==> config.mk <==
export PLATFORM = sky130hd
export DESIGN_NAME = control_fsm
export DESIGN_NICKNAME = d
export VERILOG_FILES = /design/src/rtl/control_fsm.sv
export SDC_FILE = /design/constraint.sdc
export NUM_CORES = 1
export LEC_CHECK = 0
export CAP_MARGIN = 15
export CORE_MARGIN = 2
export CORE_UTILIZATION = 40
export CTS_CLUSTER_DIAMETER = 100
export DETAILED_ROUTE_END_ITERATION = 12
export HOLD_SLACK_MARGIN = 0.12
export MAX_ROUTING_LAYER = met4
export PLACE_DENSITY = 0.79
export SLEW_MARGIN = 20
export SYNTH_ARGS = -nofsm -noshare
export SYNTH_HDL_FRONTEND = slang
export SYNTH_SLANG_ARGS = --single-unit
==> constraint.sdc <==
create_clock -name clk -period 1.7 [get_ports clk]
set_input_delay 0.34 -clock clk [delete_from_list [all_inputs] [get_ports clk]]
set_output_delay 0.34 -clock clk [all_outputs]
set_load 0.02 [all_outputs]
==> src/rtl/control_fsm.sv <==
// Multi-cycle control unit ahead of the 8-bit ALU: fetches one instruction byte,
// decodes it, sequences the ALU and register file, and owns the PC, zero flag and HALT.
module control_fsm #(
  parameter logic [7:0] RESET_PC = 8'h00
) (
  input  logic       clk,
  input  logic       rst,
  input  logic [7:0] instr_in,
  input  logic       instr_valid,
  input  logic       zero_in,
  input  logic [7:0] jump_target,
  output logic       fetch_req,
  output logic [7:0] pc_out,
  output logic [1:0] rd_addr,
  output logic [1:0] rs_addr,
  output logic [1:0] alu_op,
  output logic       imm_sel,
  output logic [1:0] imm2,
  output logic       reg_we,
  output logic       z_flag,
  output logic       halted
);

  typedef enum logic [2:0] {
    S_FETCH,
    S_DECODE,
    S_EXEC,
    S_WB,
    S_HALT
  } state_t;

  localparam logic [3:0] OP_ADD   = 4'h0;
  localparam logic [3:0] OP_SUB   = 4'h1;
  localparam logic [3:0] OP_NAND  = 4'h2;
  localparam logic [3:0] OP_ADDI  = 4'h3;
  localparam logic [3:0] OP_SUBI  = 4'h4;
  localparam logic [3:0] OP_NANDI = 4'h5;
  localparam logic [3:0] OP_CMP   = 4'h6;
  localparam logic [3:0] OP_BZ    = 4'h7;
  localparam logic [3:0] OP_JMP   = 4'h8;
  localparam logic [3:0] OP_HALT  = 4'hF;

  localparam logic [1:0] ALU_ADD  = 2'b00;
  localparam logic [1:0] ALU_SUB  = 2'b01;
  localparam logic [1:0] ALU_NAND = 2'b10;
  localparam logic [1:0] ALU_NULL = 2'b11;

  state_t     state_q, state_d;
  logic [7:0] pc_q, pc_d;
  logic [7:0] ir_q, ir_d;
  logic       z_q, z_d;

  logic [3:0] opcode;
  logic       is_alu;
  logic       is_imm;
  logic       is_cmp;
  logic [1:0] dec_alu_op;

  assign opcode = ir_q[7:4];
  assign is_alu = (opcode <= OP_NANDI);
  assign is_imm = (opcode >= OP_ADDI) && (opcode <= OP_NANDI);
  assign is_cmp = (opcode == OP_CMP);

  // CMP reuses the SUB encoding so the ALU produces the flag it compares on.
  always_comb begin
    dec_alu_op = ALU_NULL;
    case (opcode)
      OP_ADD,  OP_ADDI:          dec_alu_op = ALU_ADD;
      OP_SUB,  OP_SUBI, OP_CMP:  dec_alu_op = ALU_SUB;
      OP_NAND, OP_NANDI:         dec_alu_op = ALU_NAND;
      default:                   dec_alu_op = ALU_NULL;
    endcase
  end

  always_ff @(posedge clk) begin
    if (rst) begin
      state_q <= S_FETCH;
      pc_q    <= RESET_PC;
      ir_q    <= 8'h00;
      z_q     <= 1'b0;
    end else begin
      state_q <= state_d;
      pc_q    <= pc_d;
      ir_q    <= ir_d;
      z_q     <= z_d;
    end
  end

  always_comb begin
    state_d = state_q;
    pc_d    = pc_q;
    ir_d    = ir_q;
    z_d     = z_q;
    case (state_q)
      S_FETCH: begin
        if (instr_valid) begin
          ir_d    = instr_in;
          pc_d    = pc_q + 8'd1;
          state_d = S_DECODE;
        end
      end
      S_DECODE: begin
        state_d = (opcode == OP_HALT) ? S_HALT : S_EXEC;
      end
      S_EXEC: begin
        if (is_alu || is_cmp) begin
          z_d = zero_in;
        end
        // BZ tests the flag as it stood before this edge, not zero_in.
        if ((opcode == OP_JMP) || ((opcode == OP_BZ) && z_q)) begin
          pc_d = jump_target;
        end
        state_d = is_alu ? S_WB : S_FETCH;
      end
      S_WB: begin
        state_d = S_FETCH;
      end
      S_HALT: begin
        state_d = S_HALT;
      end
      default: begin
        state_d = S_FETCH;
      end
    endcase
  end

  // Control outputs are forced idle while rst is high so a reset mid-instruction
  // cannot leave a write or ALU op pending on that cycle.
  always_comb begin
    fetch_req = 1'b0;
    rd_addr   = 2'b00;
    rs_addr   = 2'b00;
    alu_op    = ALU_NULL;
    imm_sel   = 1'b0;
    imm2      = 2'b00;
    reg_we    = 1'b0;
    halted    = 1'b0;
    if (!rst) begin
      case (state_q)
        S_FETCH: begin
          fetch_req = 1'b1;
        end
        S_DECODE: begin
          rd_addr = ir_q[3:2];
          rs_addr = ir_q[1:0];
        end
        S_EXEC, S_WB: begin
          rd_addr = ir_q[3:2];
          rs_addr = ir_q[1:0];
          if (is_alu || (is_cmp && (state_q == S_EXEC))) begin
            alu_op  = dec_alu_op;
            imm_sel = is_imm;
            imm2    = ir_q[1:0];
          end
          reg_we = (state_q == S_WB);
        end
        S_HALT: begin
          halted = 1'b1;
        end
        default: begin
          fetch_req = 1'b0;
        end
      endcase
    end
  end

  assign pc_out = pc_q;
  assign z_flag = z_q;

endmodule

==> impl_metrics.ini <==
[outcome]
outcome = finished, violations left
failed_checks = negative setup slack

[critical_path]
end_kind = output pin
worst_path_cell_with_the_longest_stage_delay = dfxtp_4
crit_arrival_ps = 1430
setup.worst_path.start = state_q[2]
path_class = register to output pin
required_ps = 1360
critical_path.cell_chain = nor3b_4, a21oi_2, nor2_2, and2_4, buf_6
cp-start-kind = register
regToRegStartpoint = state_q[0]
crit_path_max_fanout = 4
timing.critical_path.slowest_cell_delay_ps = 390

[logic_synthesis]
flip_flop_cell_with_the_highest_count_after_synthesis = dfxtp_1
postSynthAreaPerCell_sq_um = 7.80
synth.area.mux_share_pct = 0.797
postSynthRegisterBits = 20
synth_fa_ha_area_share_pct = 0.996
post_synth_main_area_contributors = dfxtp_1 32%, nand2_1 8.4%, a21oi_1 7.2%
post-synth-top-area-cell = dfxtp_1
synthXorXnorAreaFrac_pct = 0.697
yosys_warnings = 0
post-synth-top-area-fraction_pct = 31.9
synth_fp_nets = 182
synth.yosys.seq_area_share_pct = 31.9
synth-edff-count = 0
yosys.cell_types.count = 44
synth_top_family_by_area = simple AND/OR/NAND/NOR gates
synth_compound_area_share_pct = 23.8
syn-cell-area_sq_mm = 0.00126
asyncSetResetFlopFracSynth_pct = 0
syn_inst = 161
synth-simple-area-share_pct = 35.0

[clock_network]
cts_buffer_depth = 2
worst_setup_hold_path_clk_slew_ps = 130
clock-sinks = 20
hold_buffers = 0
clock_buffers_created_by_tritoncts = 3
cts-htree-levels = 1
tritoncts = done
ctsRootBufferMaster = clkbuf_4
clk_latency_ps = 310

[place]
placement.io_buffers = 40
gp_weighted_congestion = 0.951
place_area_sq_mm = 0.00185
place.detailed.hpwl_um = 2630

[global_route]
grt_pass1_vias = 1451
top_usage_layer = met2
antenna_found_initial = 0
grt_first_pass_wirelength_um = 6220
grtUsageTotal_pct = 22.8
grt_util_met2_pct = 41.0
gr-total-overflow = 0
met1_resource_use_gr_pct = 25.0
largest_net_degree_at_the_start_of_global_routing = 22
gr-usage-met3_pct = 5.41

[routing]
drt_first_iter_violations = 93
routed_wirelength_um = 3760
ant_nets = 0
drc = 0
drt-wirelength-per-cell_um = 14.1
drt-vias-per-instance = 5.36
num_vias = 1431
drtPass1Iterations = 4

[layout]
final_layout_size_suffix_gt1_share_pct = 33.2
antennaDiodeCount = 0
final_design_area_no_fill_sq_mm = 0.00201
area_delta_synth_final_pct = 60.3
final_net_count = 245

[die]
boundary_pins = 41
effective_utilization_at_floorplan_pct = 41.5
die_area_sq_mm = 0.00360
die_w_um = 60.0
core_area_sq_mm = 0.00303
std_cell_rows = 20
die_h_um = 60.0

[min_path]
timing.hold.worst.class = input pin to register
holdCritStartpoint = rst

[run]
drv.max_cap_violation_count = 0

[timing]
final-setup-viol-count = 4
fraction_of_the_cycle_the_final_worst_path_needs_pct = 104
fin_worst_skew_ps = 9.01
final-max-slew-violation-count = 0
hold_slack_ps = 456
timing.final.crit_period_ps = 1770
worst_slew_pin_slew_ps = 264
timing.final.ws_setup_ps = -73.9
maxSlewHeadroom_pct = 82.4
max_freq_mhz = 564
hold_viol = 0
rsz0062_at_grt = true

[power_and_ir_drop]
ir_worst_vdd_mv = 0.614
p_per_cell_area_mw_per_mm2 = 738
cellLeakagePower_nw = 0.806
[area by class of cell]
class	count	area, sq um
timing repair buffer	70	599
sequential	20	413
multi-input combinational	127	886
tap	44	55.1
clock inverter	1	30.0
clock buffer	3	22.5
fill	247	1010
inverter	2	7.51
[registers in the layout (all words and copies together) (netlist names)]
name     flops
state_q      3
ir_q         8
z_flag       1
pc_out       8
[synth_stat cells (2+ instances only)]
cell type	number
nand2_1	28
dfxtp_1	20
a21oi_1	18
nor2_1	12
and2_1	6
nor3_1	6
and3_1	4
o21ai_0	4
o31ai_1	4
a211o_1	3
a31oi_1	3
buf_2	3
buf_6	3
clkbuf_1	3
nand2b_1	3
nand3b_1	3
nor3b_1	3
a211oi_1	2
buf_4	2
inv_1	2
nor2b_1	2
nor4_1	2
nor4b_2	2
o221a_1	2
o311ai_0	2
[stage by stage]
step / util (%) / instances / power (mW) / setup slack (ps) / TNS [ps]
finish: 66.5 / 267 / 1.49 / -73.9 / -223
global route: 66.5 / 267 / 1.57 / -165 / -1090
CTS: 62.7 / 266 / 1.43 / -52.2 / -228
detailed placement: 61.1 / 262 / 1.03 / -680 / -7700
global placement: 61.1 / 262 / 1.02 / -642 / -7360
floorplan: - / 161 / 0.820 / 37.4 / 0
[per-layer routing]
| metal | wire length (um) | vias up |
|---|---|---|
| met5 | 0 | - |
| li1 | - | 706 |
| met4 | 25 | 0 |
| met1 | 1510 | 660 |
| met2 | 1990 | 61 |
| met3 | 229 | 4 |
[path summary, 6_finish.rpt]
check	slack, ps	cells after the start	to
worst max-delay path	-70	5	imm2[0]
worst min-delay path	460	4	state_q[1]
worst max register to register	-30	6	pc_out[0]
worst min register to register	470	2	ir_q[3]
[worst max-delay path, delay by kind of cell (launching register included)]
| kind | cells | cell delay [ps] |
|---|---|---|
| buf+inv | 1 | 110 |
| compound gates | 1 | 90 |
| simple gates | 3 | 540 |
| flops | 1 | 390 |
[power by group]
| group | switching (mW) | total (mW) | internal, mW |
|---|---|---|---|
| Combinational | 0.267 | 0.533 | 0.266 |
| Sequential | 0.0442 | 0.552 | 0.508 |
| Clock | 0.162 | 0.400 | 0.238 |
[cell usage in the layout, fill, tap and decap left out, drive strengths merged, types with 2 or more instances in the layout]
master,instances
o311ai,3
nor4,2
o21ai,5
nand2b,3
clkbuf,3
a31oi,3
and2,6
a211o,3
nor2b,2
o221a,2
o31ai,4
inv,2
nor2,12
dfxtp,20
nor3b,4
buf,42
and3,4
dlygate4sd2,6
nor3,6
nand3b,3
nor4b,3
clkdlybuf4s50,21
a21oi,19
a211oi,3
nand2,28
[logic make-up (layout without fill, tap and decap cells)]
group,count (synthesis),in the layout
muxes,1,1
DFF,20,20
xor gates and xnor gates,1,1
and+or+nand+nor,80,80
adders and majority gates,1,1
AOI/OAI and AO/OA,44,44
buffers and inverters,14,76
[timing repair]
| item | in CTS | in global routing |
|---|---|---|
| pin swaps | 6 | 7 |
| buffers inserted | 0 | 2 |
| gates resized for setup | 79 | 26 |
| setup endpoints to repair | 22 | 22 |
No activity file was read; power rests on OpenSTA's default activity.
